--- config.mk ---
export PLATFORM = sky130hd
export DESIGN_NAME = aes_round_ctrl
export DESIGN_NICKNAME = d
export VERILOG_FILES = /design/src/rtl/aes_pkg.sv /design/src/rtl/aes_round_ctrl.sv
export SDC_FILE = /design/constraint.sdc
export NUM_CORES = 1
export LEC_CHECK = 0
export ABC_CLOCK_PERIOD_IN_PS = 3400
export CAP_MARGIN = 30
export CORE_AREA = 10 10 246 248
export CTS_BUF_LIST = sky130_fd_sc_hd__clkbuf_16
export CTS_CLUSTER_DIAMETER = 50
export DETAILED_ROUTE_END_ITERATION = 8
export DIE_AREA = 0 0 256 258
export GPL_ROUTABILITY_DRIVEN = 0
export GPL_TIMING_DRIVEN = 0
export PLACE_DENSITY = 0.54
export SYNTH_ARGS = -nofsm -noshare
export SYNTH_HDL_FRONTEND = slang
export SYNTH_SLANG_ARGS = --single-unit
--- constraint.sdc ---
create_clock -name clk -period 3.4 [get_ports clk]
set_clock_uncertainty 0.2 [all_clocks]
set_input_delay 0.51 -clock clk [delete_from_list [all_inputs] [get_ports clk]]
set_output_delay 0.51 -clock clk [all_outputs]
set_load 0.02 [all_outputs]
--- src/rtl/aes_pkg.sv ---
// Shared AES constants and types for the round controller and key-schedule blocks.
package aes_pkg;

  localparam int unsigned AES_NR = 10;
  localparam int unsigned AES_DW = 128;

  typedef enum logic [1:0] {
    IDLE,
    RUN,
    DONE
  } ctrl_state_e;

  typedef logic [3:0] round_idx_t;

endpackage

--- src/rtl/aes_round_ctrl.sv ---
// Iterative AES-128 round sequencer: owns the cipher state and round counter, drives an external round datapath.
// Optional abort input enabled by defining AES_CTRL_ABORT_EN.
module aes_round_ctrl
  import aes_pkg::*;
#(
  parameter int unsigned NR = AES_NR,
  parameter int unsigned DW = AES_DW
) (
`ifdef AES_CTRL_ABORT_EN
  input  logic          abort,
`endif
  input  logic          clk,
  input  logic          rst_n,
  input  logic          in_valid,
  output logic          in_ready,
  input  logic [DW-1:0] in_data,
  output round_idx_t    rk_idx,
  input  logic [DW-1:0] rk,
  output logic [DW-1:0] dp_state,
  output logic          dp_mix_en,
  input  logic [DW-1:0] dp_result,
  output logic          out_valid,
  input  logic          out_ready,
  output logic [DW-1:0] out_data
);

  localparam round_idx_t NR_IDX = round_idx_t'(NR);

  ctrl_state_e   fsm_q, fsm_d;
  logic [DW-1:0] state_q, state_d;
  round_idx_t    rnd_q, rnd_d;
  logic          abort_w;

`ifdef AES_CTRL_ABORT_EN
  assign abort_w = abort;
`else
  assign abort_w = 1'b0;
`endif

  always_comb begin
    fsm_d   = fsm_q;
    state_d = state_q;
    rnd_d   = rnd_q;
    unique case (fsm_q)
      IDLE: begin
        if (in_valid && in_ready) begin
          state_d = in_data ^ rk;
          rnd_d   = round_idx_t'(1);
          fsm_d   = RUN;
        end
      end
      RUN: begin
        state_d = dp_result;
        if (rnd_q == NR_IDX) begin
          fsm_d = DONE;
        end else begin
          rnd_d = rnd_q + round_idx_t'(1);
        end
      end
      DONE: begin
        if (out_ready) begin
          fsm_d = IDLE;
          rnd_d = '0;
        end
      end
      default: fsm_d = IDLE;
    endcase
    // Abort overrides both the round step and a concurrent output handshake.
    if (abort_w && (fsm_q != IDLE)) begin
      fsm_d   = IDLE;
      state_d = '0;
      rnd_d   = '0;
    end
  end

  always_ff @(posedge clk or negedge rst_n) begin
    if (!rst_n) begin
      fsm_q   <= IDLE;
      state_q <= '0;
      rnd_q   <= '0;
    end else begin
      fsm_q   <= fsm_d;
      state_q <= state_d;
      rnd_q   <= rnd_d;
    end
  end

  // rnd is 0 whenever idle, so it doubles as the key index for the initial AddRoundKey.
  assign in_ready  = (fsm_q == IDLE) && !abort_w;
  assign rk_idx    = rnd_q;
  assign dp_state  = state_q;
  assign dp_mix_en = (fsm_q == RUN) && (rnd_q != NR_IDX);
  assign out_valid = (fsm_q == DONE);
  assign out_data  = state_q;

endmodule
==> run summary, run 1 <==
Outcome: finished, final reports clean
Netlist cell types: 33
Switching power share of the total: 0.439
Top cells by area, synth: dfrtp_1 (40%), mux2i_1 (15%), xor2_1 (13%)
Sink Count: 134
Logic gate share of total power: 0.659
WP data arrival: 2520 ps
Post-CTS Setup Repair Bufs: 0
Core Box Area: 0.0557 sq mm
Grt total ovfl: 0
CTS tree: done
Register area share after synthesis: 0.399
RSZ-0062 raised after global routing: false
Sequential fraction of design power: 0.216
GRT Resource Usage Total: 0.140
Worst slew margin: 0.544
DRC Markers: 0
Worst slew pin tran: 684 ps
Most area-hungry cell type in the Yosys netlist: dfrtp_1
Synth Warn #: 0
Clock-pin slew of the registers on the worst-case setup and hold paths: 60 ps
FF-to-FF path depth: 8
CTS Root Buffer Type: clkbuf_16
Hold Crit Class: flop to flop
Largest fanout on the critical path: 10
Full die area: 0.0660 sq mm
Fin. Hold Viols: 0
Fin worst setup slack: 169 ps
Critical Path Stages: 7
Slowest CP cell: clkdlybuf4s50_1
Final period utilization: 0.950
Mapped Nets: 1254
Max VDD drop: 0.466 mV
# IOs: 651
Highest cell delay on the worst timing path: 610 ps
Area growth from synthesis to layout: 96.4%
Max-cap violations: 0
Placement Setup Slack: 497 ps
Routed WL: 47.1 mm
Min Tclk post-route: 3230 ps
Top-count cell post-synth: dfrtp_1
Synth top area share: 0.399
WP data required: 2690 ps
Worst-path cell chain: inv_1 > ha_1 > buf_2 > clkbuf_4 > buf_4 > and2_1 > clkdlybuf4s50_1
P per Cell Area: 912 mW/mm^2
Post-DR wirelength/cell: 20.4 microns
Worst-Skew Late Latency: 470 ps
Critical setup path kind: flop to output pin
Die H: 258 microns
Layout cells sized above 1: 0.128
H-tree Lvls: 4
Initial Utilization: 0.151
Post-DRT Antenna Nets: 0
Largest net degree at the start of global routing: 71
Critical path's top delay family: buffers and inverters
First-pass GRT wire length: 68.0 mm
Row Count: 87
Worst hold stages: 2
WHS: 312 ps
Inserted Clock Buffers: 17
Crit. End Element: output pin
EDFF count, synth: 0
Number of setup violations in the final report: 0
Ys flop type: dfrtp_1
Detail Placement HPWL: 40.0 mm
Max Clk Rate: 310 MHz
Fin Setup TNS: 0 ps
Max Buffers Root-to-Sink: 2
Nets: 1926
Syn Std Cell Area: 0.00841 sq mm
IO buf count: 650
LEAKAGE: 7.08 nW
Yosys reg bits: 134
DRT iter0 DRCs: 269
Number of global-route vias before repair: 9598
Pint: 8.44 mW
Commonest cells post-synth: dfrtp_1 (134), nand2_1 (129), buf_4 (128), mux2i_1 (128), xor2_1 (128)
Pre-Repair DR Iteration Count: 4
DIE WIDTH: 256 microns
CP startpoint kind: flop
Net switching power: 6.62 mW
Antenna violations before repair: 10
Clock group share of total power: 0.125
Async set-reset flop share out of synthesis: 1.00
Synth Instances: 860
Syn_area_per_cell: 9.78 sq um
Buffers & Inverters on Critical Path: 5
Via count: 8477
Routed vias/inst: 3.68
Fin. max-slew vios: 0
-- cell usage in the layout (no fill, tap or decap), types with 2 or more instances in the layout --
cell type,n
buf_6,8
clkinv_4,4
ha_1,6
dfrtp_1,134
clkdlybuf4s50_1,649
o31ai_1,2
o21ai_1,6
mux2i_1,128
bufinv_16,2
buf_4,129
nor2b_1,4
clkbuf_16,17
clkinvlp_4,3
inv_1,5
clkbuf_1,14
diode_2,4
nor3_1,2
o21ai_0,123
inv_6,3
o211ai_1,2
buf_2,23
xor2_1,128
nand4b_1,2
nand2_1,129
-- stage by stage --
stage	cell area, sq um	util	power, mW	std cells
finish	16500	0.296	15.1	2305
global route	16500	0.296	16.0	2302
CTS	16500	0.296	15.4	2301
detailed placement	15900	0.285	13.4	2268
global placement	15900	0.285	13.3	2266
floorplan	8410	-	8.26	860
-- worst register-to-register path, delay by kind of cell (launching register included) --
family | cells | cell delay, ps
buffers and inverters | 4 | 970
flip-flops | 1 | 390
multiplexers | 1 | 390
adder cells (fa/ha/maj) | 1 | 290
AO/OA/AOI/OAI | 1 | 100
AND/OR/NAND/NOR | 1 | 90
-- path summary, 6_finish.rpt --
kind,startpoint,endpoint,slack (ps)
min in group asynchronous,rst_n,dp_state[117],370
max in group asynchronous,rst_n,dp_state[41],1800
worst max register to register,fsm_q[0],dp_state[94],850
worst max-delay path,fsm_q[1],dp_mix_en,170
worst min register to register,dp_state[125],dp_state[125],310
worst min-delay path,dp_state[125],dp_state[125],310
-- what timing repair did --
action	4_1_cts	5_1_grt
resized for setup	1	1
setup endpoints to repair	1	1
pin swaps	0	0
hold buffers	1	0
endpoints found under the hold margin	64	0
-- kinds of logic after synthesis --
family	synth area share
buf+inv	0.147
simple gates	0.0707
compound gates	0.0863
flops	0.399
mux	0.155
xor+xnor	0.133
fa+ha+maj	0.00893
-- area by class of cell --
cell class	instances	area, sq um
Antenna cell	4	10.0
Clock inverter	15	156
Timing Repair Buffer	653	6560
Clock buffer	17	425
Tap cell	756	946
Sequential cell	134	3350
Inverter	4	15.0
Fill cell	5912	39200
Multi-Input combinational cell	548	3820
Buffer	174	1220
-- power by group through the flow --
stage | registers [mW] | clock network [mW] | logic, mW
finish | 3.25 | 1.89 | 9.93
detailed placement | 3.28 | 0 | 10.1
floorplan | 3.93 | 0 | 4.34
CTS | 3.28 | 1.98 | 10.1
global route | 3.37 | 2.03 | 10.6
global placement | 3.27 | 0 | 10.0
-- layer usage --
metal  up-vias  global-route usage  wire [microns]
met2       430               0.254           24300
met1      3922               0.146           18000
met5         -                   0              27
li1       4090                   -               -
met3        31              0.0617            4220
met4         4              0.0326             578
-- state kept, by name, indices dropped and copies added (netlist names) --
| name | count |
|---|---|
| fsm_q | 2 |
| rk_idx | 4 |
| dp_state | 128 |
Note: power is estimated with default switching activity, not from simulation.
==> run 2: changes to the inputs <==
- CTS_CLUSTER_SIZE: not set -> 28
==> results of run 2 <==
No change in the layout: final DEF, timing and power equal those of run 1.
